===== config.mk =====
export PLATFORM = sky130hd
export DESIGN_NAME = ebi_cmd_dispatcher
export DESIGN_NICKNAME = d
export VERILOG_FILES = /design/src/rtl/ebi_cmd_pkg.sv /design/src/rtl/ebi_cmd_dispatcher_sat_counter.sv /design/src/rtl/ebi_cmd_dispatcher.sv
export SDC_FILE = /design/constraint.sdc
export NUM_CORES = 1
export LEC_CHECK = 0
export CORE_MARGIN = 8
export CORE_UTILIZATION = 55
export DETAILED_ROUTE_END_ITERATION = 10
export GPL_TIMING_DRIVEN = 0
export PLACE_DENSITY = 0.84
export SLEW_MARGIN = 15
export SYNTH_ARGS = -nofsm -noshare
export SYNTH_HDL_FRONTEND = slang
export SYNTH_HIERARCHICAL = 1
export SYNTH_SLANG_ARGS = --single-unit

===== constraint.sdc =====
create_clock -name clk -period 6.1 [get_ports clk]
set_clock_uncertainty 0.15 [all_clocks]
set_input_delay 1.83 -clock clk [delete_from_list [all_inputs] [get_ports clk]]
set_output_delay 1.83 -clock clk [all_outputs]
set_load 0.02 [all_outputs]

===== src/rtl/ebi_cmd_pkg.sv =====
// ebi_cmd_pkg
// Shared definitions for the EBI command path. Firmware header generation
// and the EBI word-ordering logic read the same constants, so any change here
// changes the host-visible command format.
//   - opcode values carried in bits [63:56] of a command entry
//   - bit positions of the command fields
//   - FSM state encoding of the command dispatcher
package ebi_cmd_pkg;

    // Opcodes
    localparam logic [7:0] OP_NOP     = 8'h00;
    localparam logic [7:0] OP_WRITE   = 8'h01;
    localparam logic [7:0] OP_WAIT    = 8'h02;
    localparam logic [7:0] OP_CLR_ERR = 8'h03;

    // Command entry field positions (word 1 of the host write is [63:48])
    localparam int CMD_OP_HI   = 63;
    localparam int CMD_OP_LO   = 56;
    localparam int CMD_ADDR_HI = 55;
    localparam int CMD_ADDR_LO = 48;
    localparam int CMD_RSV_HI  = 47;
    localparam int CMD_RSV_LO  = 32;
    localparam int CMD_DATA_HI = 31;
    localparam int CMD_DATA_LO = 0;

    // Dispatcher FSM state encoding
    localparam logic [2:0] ST_IDLE   = 3'd0;
    localparam logic [2:0] ST_FETCH  = 3'd1;
    localparam logic [2:0] ST_DECODE = 3'd2;
    localparam logic [2:0] ST_ISSUE  = 3'd3;
    localparam logic [2:0] ST_WAIT   = 3'd4;

endpackage


===== src/rtl/ebi_cmd_dispatcher_sat_counter.sv =====
// sat_counter
// Saturating up-counter with synchronous clear. Sticks at all-ones instead of
// wrapping, so a long burst of errors can never read back as a small number.
// Ports:
//   clk   - clock
//   rst   - synchronous active-high reset
//   clr   - synchronous clear (same effect as reset)
//   inc   - count one event this cycle
//   count - current value, W bits
module sat_counter #(
    parameter int W = 8
) (
    input  logic         clk,
    input  logic         rst,
    input  logic         clr,
    input  logic         inc,
    output logic [W-1:0] count
);

    // Clear dominates increment; increment is dropped once saturated.
    always_ff @(posedge clk) begin
        if (rst || clr) begin
            count <= '0;
        end else if (inc && (count != {W{1'b1}})) begin
            count <= count + 1'b1;
        end
    end

endmodule


===== src/rtl/ebi_cmd_dispatcher.sv =====
// ebi_cmd_dispatcher
// Consumer of the 64-bit EBI command FIFO. Pops one entry at a time, decodes
// the opcode and either issues a single register-bus write, stalls for a
// number of cycles, clears the error counter, or does nothing.
// Ports:
//   clk, rst           - clock, synchronous active-high reset
//   cmd_fifo_data_out  - FIFO read data (valid in FETCH)
//   cmd_fifo_empty     - FIFO empty flag, looked at only in IDLE
//   cmd_fifo_rd_en     - one-cycle pop strobe
//   bus_addr/bus_data  - write address/data, held after the transaction
//   bus_req            - write request, held until ack or timeout
//   bus_ack            - single-cycle accept pulse from the slave
//   busy               - high whenever the FSM is not in IDLE
//   err_count          - saturating count of bad opcodes and bus timeouts
module ebi_cmd_dispatcher
    import ebi_cmd_pkg::*;
#(
    parameter int ACK_TIMEOUT = 64,
    parameter int ERR_W       = 8
) (
    input  logic             clk,
    input  logic             rst,
    input  logic [63:0]      cmd_fifo_data_out,
    input  logic             cmd_fifo_empty,
    output logic             cmd_fifo_rd_en,
    output logic [7:0]       bus_addr,
    output logic [31:0]      bus_data,
    output logic             bus_req,
    input  logic             bus_ack,
    output logic             busy,
    output logic [ERR_W-1:0] err_count
);

    localparam int              TO_W   = (ACK_TIMEOUT > 2) ? $clog2(ACK_TIMEOUT) : 1;
    localparam logic [TO_W-1:0] TO_MAX = TO_W'(ACK_TIMEOUT - 1);

    logic [2:0]      state;
    logic [2:0]      state_next;
    logic [7:0]      op_q;
    logic [7:0]      addr_q;
    logic [31:0]     data_q;
    logic [31:0]     wait_cnt;
    logic [TO_W-1:0] to_cnt;
    logic            err_inc;
    logic            err_clr;

    // Reserved command bits carry no meaning; reduced here only so they are
    // visibly consumed.
    logic reserved_unused;
    assign reserved_unused = ^cmd_fifo_data_out[CMD_RSV_HI:CMD_RSV_LO];

    // Next-state and error-event decode. An ack arriving in the same cycle
    // as the timeout wins, so a late-but-valid ack is never counted as error.
    always_comb begin
        state_next = state;
        err_inc    = 1'b0;
        err_clr    = 1'b0;
        case (state)
            ST_IDLE: begin
                if (!cmd_fifo_empty) state_next = ST_FETCH;
            end
            ST_FETCH: begin
                state_next = ST_DECODE;
            end
            ST_DECODE: begin
                case (op_q)
                    OP_WRITE:   state_next = ST_ISSUE;
                    OP_WAIT:    state_next = (data_q == 32'd0) ? ST_IDLE : ST_WAIT;
                    OP_NOP:     state_next = ST_IDLE;
                    OP_CLR_ERR: begin
                        err_clr    = 1'b1;
                        state_next = ST_IDLE;
                    end
                    default: begin
                        err_inc    = 1'b1;
                        state_next = ST_IDLE;
                    end
                endcase
            end
            ST_ISSUE: begin
                if (bus_ack) begin
                    state_next = ST_IDLE;
                end else if (to_cnt == TO_MAX) begin
                    err_inc    = 1'b1;
                    state_next = ST_IDLE;
                end
            end
            ST_WAIT: begin
                if (wait_cnt == 32'd1) state_next = ST_IDLE;
            end
            default: begin
                state_next = ST_IDLE;
            end
        endcase
    end

    // State, registered outputs and inline counters. busy is derived from the
    // next state so it lines up with the state register.
    always_ff @(posedge clk) begin
        if (rst) begin
            state          <= ST_IDLE;
            cmd_fifo_rd_en <= 1'b0;
            bus_req        <= 1'b0;
            bus_addr       <= 8'd0;
            bus_data       <= 32'd0;
            busy           <= 1'b0;
            op_q           <= 8'd0;
            addr_q         <= 8'd0;
            data_q         <= 32'd0;
            wait_cnt       <= 32'd0;
            to_cnt         <= '0;
        end else begin
            state          <= state_next;
            busy           <= (state_next != ST_IDLE);
            cmd_fifo_rd_en <= (state == ST_IDLE) && !cmd_fifo_empty;
            case (state)
                ST_FETCH: begin
                    op_q   <= cmd_fifo_data_out[CMD_OP_HI:CMD_OP_LO];
                    addr_q <= cmd_fifo_data_out[CMD_ADDR_HI:CMD_ADDR_LO];
                    data_q <= cmd_fifo_data_out[CMD_DATA_HI:CMD_DATA_LO];
                end
                ST_DECODE: begin
                    if (op_q == OP_WRITE) begin
                        bus_addr <= addr_q;
                        bus_data <= data_q;
                        bus_req  <= 1'b1;
                        to_cnt   <= '0;
                    end
                    if (op_q == OP_WAIT) begin
                        wait_cnt <= data_q;
                    end
                end
                ST_ISSUE: begin
                    if (bus_ack || (to_cnt == TO_MAX)) begin
                        bus_req <= 1'b0;
                    end else begin
                        to_cnt <= to_cnt + 1'b1;
                    end
                end
                ST_WAIT: begin
                    wait_cnt <= wait_cnt - 32'd1;
                end
                default: begin
                end
            endcase
        end
    end

    sat_counter #(
        .W(ERR_W)
    ) u_err_cnt (
        .clk  (clk),
        .rst  (rst),
        .clr  (err_clr),
        .inc  (err_inc),
        .count(err_count)
    );

endmodule


## After elaboration in Yosys (flattened, before gate mapping)

Index checks and enable logic that the tools add are counted.

| storage, ports and cells | value |
|---|---|
| bits in registers | 140 |
| input port bits | 68 |
| output and inout bits | 51 |
| word-level logic and storage cells | 66 |

| cells by class | value |
|---|---|
| add/subtract/negate cells | 3 |
| eq/ne operators | 14 |
| muxes and demuxes | 21 |
| reductions and logical operators | 16 |

Operators by type and width:

| kind | count |
|---|---|
| one-hot mux 32 bit (2 select lines) | 1 |
| equality test 32 x 1 -> 1 bit, second input constant | 1 |
| zero test 32 bit | 1 |
| two-way mux 32 bit | 1 |
| subtractor 32 x 1 -> 32 bit, second input constant | 1 |
| equality test 8 x 2 -> 1 bit, second input constant | 2 |
| two-way mux 3 bit | 5 |
| one-hot mux 3 bit (5 select lines) | 1 |
| two-way mux 6 bit | 2 |
| one-hot mux 6 bit (2 select lines) | 1 |
| adder 8 x 1 -> 8 bit, second input constant | 1 |
| equality test 8 x 1 -> 1 bit, second input constant | 1 |
| zero test 8 bit | 1 |
| inequality test 2 bit, second input constant | 4 |
| inequality test 8 bit, second input constant | 1 |
| two-way mux 1 bit | 7 |
| adder 6 x 1 -> 6 bit, second input constant | 1 |
| equality test 3 x 2 -> 1 bit, second input constant | 2 |
| equality test 6 bit, second input constant | 1 |
| one-hot mux 3 bit (2 select lines) | 1 |
| AND reduction 3 bit | 2 |
| one-hot mux 1 bit (2 select lines) | 2 |
| AND reduction 2 bit | 2 |
| nonzero test 2 bit | 2 |
| other kinds (8) | 10 |

## Logic depth before layout (Yosys ltp)

| logic depth | value |
|---|---|
| word-level depth | 5 |
| gate-level depth with buffers | 8 |
| mapped depth without buffers | 8 |

## Hierarchy

The synthesis kept the hierarchy.

Modules (own cells, without submodules):

| module | instances | cells each | area each (um^2) | sequential area each (um^2) |
|---|---|---|---|---|
| ebi_cmd_dispatcher | 1 | 709 | 5536.6 | 2642.5 |
| sat_counter | 1 | 48 | 421.7 | 160.2 |

## Least setup slack after synthesis

No wires, ideal clock.

| path | value |
|---|---|
| path type | input port to flip-flop |
| from | input port bus_ack |
| to | register u_err_cnt.count[6] |
| library setup time | 115 ps |
| data arrival time | 2973 ps |
| data required time | 5835 ps |
| slack | 2862 ps |
| stages | 6 |
| path buffers | 0 |
| cell sequence | nor3_1 > a21oi_1 > nor2b_1 > nand3_1 > or4_1 > and3_1 |

| between the ends | value |
|---|---|
| cells in the longest elaborated chain, start to end | 3 |

RTL lines:

| what | line | RTL |
|---|---|---|
| from (decl) | ebi_cmd_dispatcher.sv:29 | `input logic bus_ack,` |
| two-way mux 1 bit | ebi_cmd_dispatcher.sv:81 | `if (bus_ack) begin` |
| one-hot mux 1 bit (2 select lines) | ebi_cmd_dispatcher.sv:58 | `case (state)` |
| via err_inc | ebi_cmd_dispatcher.sv:44 | `logic err_inc;` |
| logical AND 1 bit | ebi_cmd_dispatcher_sat_counter.sv:24 | `end else if (inc && (count != {W{1'b1}})) begin` |
| to (signal assigned) | ebi_cmd_dispatcher_sat_counter.sv:25 | `count <= count + 1'b1;` |
| to (decl) | ebi_cmd_dispatcher_sat_counter.sv:17 | `output logic [W-1:0] count` |

The timed path passes the listed nets, and every way through them passes these cells.
A chain may end at the register's enable or synchronous reset.

## Worst setup path in the final report

| path | value |
|---|---|
| from | register u_err_cnt.count[7] |
| to | output port err_count[7] |

RTL lines:

| what | line | RTL |
|---|---|---|
| to (decl) | ebi_cmd_dispatcher.sv:31 | `output logic [ERR_W-1:0] err_count` |

No word-level cell between the ends.

==> flow_metrics.py <==
metrics = {
    "routing": {
        "routed_wl_um": 18390,
        "wl_per_cell_um": 17.84,
        "drt-pass1-iter-count": 7,
        "ant_nets": 0,
        "drc": 0,
        "first_iter_violations": 641,
        "dr_total_vias": 6233,
        "routed_via_density": 6.046,
    },
    "clock_network": {
        "htree_levels": 4,
        "ctsHoldBuffers": 0,
        "clk_path_buf_depth": 2,
        "cts_resized": 0,
        "postCtsSetupBuffers": 0,
        "cts_tree": "yes",
        "clkLatencyLatePin_ns": 0.54,
        "cts_root_buffer": "clkbuf_8",
        "clk_pin_slew_worst_paths_ns": 0.06,
        "clock_sinks": 140,
        "cts_buffers": 17,
    },
    "synthesis": {
        "synth_top_cell_area_share_pct": 47.04,
        "ys_types": 60,
        "synthArstFlopShare_pct": 0,
        "synth_warnings": 6,
        "ys.flop_type": "dfxtp_1",
        "synth_top_cells_by_area": "dfxtp_1 (47%), nand2_1 (13%), a21oi_1 (10%)",
        "ys_ff_latch": 140,
        "netlist_instances": 757,
        "synth_seq_area_share_pct": 47.04,
        "syn_area_um2": 5958,
        "syn_nets": 829,
        "synth_area_leader_cell": "dfxtp_1",
        "synth_edf_count": 0,
        "avgSynthCellArea_um2": 7.871,
    },
    "timing": {
        "max_freq_mhz": 273.8,
        "hold_viol_final": 0,
        "final.min_clock_period_ns": 3.653,
        "tightestPinTransition_ns": 0.7578,
        "finalCritPeriodShare_pct": 59.88,
        "holdWs_ns": 0.3051,
        "slew_violations": 0,
        "rsz0062_at_grt": "no",
        "setup_tns_ns": 0,
        "setup-violations-final": 0,
        "max_slew_margin_pct": 49.37,
    },
    "setup_path": {
        "crit_family": "buffers and inverters",
        "critical_path_class": "flop to output pin",
        "worstPathRequired_ns": 4.12,
        "ff2ff_setup_slack_ns": 3.23,
        "startpoint": "u_err_cnt/count[7]",
        "cp_max_fo": 8,
        "worstPathCellList": "clkdlybuf4s50_1",
        "timing.rr.start": "state[2]",
        "critPathLaunchType": "flop",
        "path_buf_inv": 1,
        "crit_slowest_cell": "clkdlybuf4s50_1",
        "slowest_delay_ns": 0.67,
        "setup.worst_path.end_class": "output pin",
        "endpoint": "err_count[7]",
        "rr_worst_depth": 6,
        "r2r_end": "wait_cnt[24]",
        "cp.depth": 1,
        "arrival_ns": 1.67,
    },
    "die": {
        "die_h_um": 120.1,
        "dieArea_um2": 14420,
        "start_util_pct": 55.70,
        "std_cell_rows": 38,
        "dieWidth_um": 120.1,
        "io_pins": 119,
        "core_area_um2": 10700,
    },
    "global_routing": {
        "antenna_found_initial": 0,
        "grt_max_degree": 17,
        "grt-ovfl-total": 0,
        "grt_pass1_vias": 6151,
        "grt_pass1_wl_um": 29880,
        "track_usage_pct": 25.54,
    },
    "cells_and_area": {
        "syn2layout_area_growth_pct": 29.32,
        "final_cell_mix": "nand2_1 (213), dfxtp_1 (140), a21oi_1 (125)",
        "final_common_cell": "nand2_1",
        "nets": 950,
        "layout.cells.non_filler": 1031,
        "drive_gt1_share_pct": 5.836,
        "num_antenna_cells": 0,
    },
    "outcome": {
        "status": "finished clean",
    },
    "job": {
        "maxCapViolations": 0,
    },
    "place": {
        "dp_cells": 999,
        "dp_hpwl_um": 13480,
        "place_congestion": 0.9105,
        "port_buffers": 102,
    },
    "hold_path": {
        "min_path_type": "flop to flop",
    },
    "power": {
        "p_leak_nw": 2.585,
        "peakVddDrop_v": 0.0001871,
        "p_total_w": 0.002055,
        "power_density_nw_per_um2": 266.7,
    },
}
==> registers in the layout (all words and copies together) (netlist names) <==
signal,count
cmd_fifo_rd_en,1
bus_req,1
addr_q,8
data_q,32
wait_cnt,32
bus_data,32
state,3
bus_addr,8
op_q,8
to_cnt,6
u_err_cnt/count,8
busy,1
==> through the flow <==
stage	setup WS, ns	utilization (%)	area [um2]
global placement	2.251	66.88	7154
detailed placement	2.151	66.88	7154
CTS	2.441	72.02	7705
global route	2.382	72.02	7705
floorplan	2.862	-	5958
finish	2.447	72.02	7705
==> report_power, final <==
part / internal (W) / leakage (nW) / switching (W)
clock network: 0.000552 / 0.261 / 0.000401
registers: 0.000934 / 1.13 / 0.0000231
logic: 0.0000646 / 1.19 / 0.0000796
==> worst min path at each step <==
| stage | start | end | slack [ns] | depth (start not counted) |
|---|---|---|---|---|
| CTS | addr_q[7] | bus_addr[7] | 0.31 | 2 |
| global placement | addr_q[0] | bus_addr[0] | 0.29 | 2 |
| detailed placement | bus_data[10] | bus_data[10] | 0.30 | 2 |
| finish | addr_q[7] | bus_addr[7] | 0.31 | 2 |
| floorplan | addr_q[0] | bus_addr[0] | 0.28 | 2 |
| global route | addr_q[7] | bus_addr[7] | 0.32 | 2 |
==> layout make-up <==
type,count,area (um2)
fillers,790,2993
multi-input cells,563,2939
flip-flops and latches,140,2803
repair buffers,102,1021
clock buffers,19,431.7
plain buffers,48,193.9
well taps,140,175.2
clock inverters,13,118.9
inverters,6,22.52
==> cells in the mapped netlist (8+ instances only) <==
library cell	count
o311ai_0	8
o211ai_1	8
nand2_1	213
nor2_1	29
nor3_1	9
nor4_1	16
a21oi_1	125
a31oi_1	17
or4_1	8
or3_1	10
dfxtp_1	140
nand4_1	12
clkbuf_1	44
nand3_1	18
o21ai_0	9
==> worst reg2reg max path: stages (launching register included) <==
cell      delay [ns]
dfxtp_1         0.38
buf_4           0.19
nor3b_1         0.64
nand4_1         0.42
nor4_1          0.59
a211oi_1        0.16
nor4_1          0.24
==> cells by family after synthesis <==
| family | share of synthesized area (%) |
|---|---|
| fa+ha+maj | 0.8400 |
| simple gates | 28.52 |
| compound gates | 18.19 |
| xor+xnor | 0.7350 |
| buf+inv | 3.633 |
| flops | 47.04 |
| mux | 1.050 |
==> metal layers <==
layer | global-route usage [%] | part of all wire, %
met2 | 41.25 | 48
met5 | 0 | 0
met3 | 6.717 | 9.0
met4 | 13.04 | 2.5
met1 | 30.84 | 41
No activity file was read; power rests on OpenSTA's default activity.
==> RTL change: new RTL, same settings <==
Register the output `err_count`, without a reset; this adds one clock of latency there. The other outputs are not delayed to match.
--- a/src/rtl/ebi_cmd_dispatcher.sv
+++ b/src/rtl/ebi_cmd_dispatcher.sv
@@ -33,6 +33,8 @@
 
     localparam int              TO_W   = (ACK_TIMEOUT > 2) ? $clog2(ACK_TIMEOUT) : 1;
     localparam logic [TO_W-1:0] TO_MAX = TO_W'(ACK_TIMEOUT - 1);
+
+    logic [ERR_W-1:0] err_count_d;
 
     logic [2:0]      state;
     logic [2:0]      state_next;
@@ -153,8 +155,12 @@
         .rst  (rst),
         .clr  (err_clr),
         .inc  (err_inc),
-        .count(err_count)
+        .count(err_count_d)
     );
+
+    always_ff @(posedge clk) begin
+        err_count <= err_count_d;
+    end
 
 endmodule
 
Function: changed (Yosys sat finds a counterexample within 4 cycles, from zero or initial values and one cycle with rst high).
==> RTL change against the original RTL <==
- synthesized cell count is 0.26% higher
- sequential cell count up 8
- routed wire length is 0.69% higher
- critical path depth increased by 4
- global-route usage is 0.26 points lower
- first-iteration DRC count decreased by 1.6%
- non-clock buffer count stayed put
- sequential share of layout area grew 0.92 points
- core utilization is 1.3 points higher
- power increased by 11%
- design area is 3.1% higher
- setup slack worse by 130 ps
- synthesized area increased by 2.5%
- critical path type is now primary input to flip-flop
- critical endpoint is now to_cnt[1]
- highest routed layer unchanged
==> RTL change: results (changes against the original RTL) <==
| Metric | Value |
|---|---|
| Syn Area/Cell | `8.05 um2 (was 7.87 um2)` |
| Fin Hold WS | `247 ps (was 305 ps)` |
| DP Wirelength | `13100 um (was 13500 um)` |
| Vias per cell | `5.88 (was 6.05)` |
| LEAKAGE | `2.74 nW (was 2.59 nW)` |
| Distinct cells, synth | `62 (was 60)` |
| Outcome | `complete, no violations (unchanged)` |
| RePlAce Congestion | `0.885 (was 0.911)` |
| Dpl ws | `1880 ps (was 2150 ps)` |
| Crit path time final | `3780 ps (was 3650 ps)` |
| Met2 Resource Use GR | `41.6% (was 41.3%)` |
| Routed wl met3 | `1550 um (was 1660 um)` |
| GR Util met3 | `7.07% (was 6.72%)` |
| Share of layout cells above drive strength 1 | `5.49% (was 5.84%)` |
| Flop2flop setup slack | `3200 ps (was 3230 ps)` |
| Met2 WL | `8800 um (was 8790 um)` |
| Pre-Repair DR Iteration Count | `6 (was 7)` |
| Routed length per placed instance | `17.9 um (was 17.8 um)` |
| Slew @ Worst Pin | `1210 ps (was 758 ps)` |
| Clock power frac | `49.6% (was 46.4%)` |
| Storage element area | `0.00296 mm2 (was 0.00280 mm2)` |
| Sw Ratio | `21.9% (was 24.5%)` |
| Register area share after synthesis | `48.5% (was 47.0%)` |
| Nets | `952 (was 950)` |
| Compound-Gate Fraction of Synth Area | `18.0% (was 18.2%)` |
| Post-synth net total | `831 (was 829)` |
| VDD IR-drop max | `0.000237 V (was 0.000187 V)` |
| Met1 Use GR | `30.8% (about the same)` |
| Critical Path AT | `4030 ps (was 1670 ps)` |
| Worst path max stage delay | `560 ps (was 670 ps)` |
| Metal1 wirelength | `7870 um (was 7470 um)` |
| Global-route wire length before repair | `29800 um (was 29900 um)` |
| Multiplexer share of the synthesized area | `0.840% (was 1.05%)` |
| Seq pwr share | `44.0% (was 46.6%)` |
| Post-Synth XOR/XNOR Area | `0.717% (was 0.735%)` |
| Pwr Density | `288 mW/mm2 (was 267 mW/mm2)` |
| Top cells by area, synth | `dfxtp_1 48%, nand2_1 13%, a21oi_1 9.7%, clkbuf_1 2.4%, nor2_1 1.9% (was dfxtp_1 47%, nand2_1 13%, a21oi_1 10%, clkbuf_1 2.8%, nor2_1 1.8%)` |
| Via count of the first global-routing pass | `5976 (was 6151)` |
==> RTL change: cell types whose count changed after synthesis, sizes merged, moves of 4 or more <==
cell	delta
a21oi	-7
buf	+5
clkbuf	-5
o21ai	+6
dfxtp	+8
nand3	-5
or4	+4
or3	+4
nand4	-4
a2bb2oi	+4
o311ai	-4
and3	-4
==> RTL change: worst paths after layout <==
kind	depth (start not counted)	from	endpoint
worst max-delay path	5	rst	to_cnt[1]
worst min-delay path	0	u_err_cnt/count[1]	err_count[1]
worst max register to register	5	op_q[2]	bus_addr[1]
worst min register to register	0	u_err_cnt/count[1]	err_count[1]
==> RTL change: area by class of cell <==
type | count | area share [%]
clock inverter | 9 | 2.21
buffer | 48 | 2.43
multi-input combinational | 557 | 36.9
timing repair buffer | 102 | 12.9
inverter | 6 | 0.284
sequential | 148 | 37.3
clock buffer | 22 | 5.83
tap | 140 | 2.21
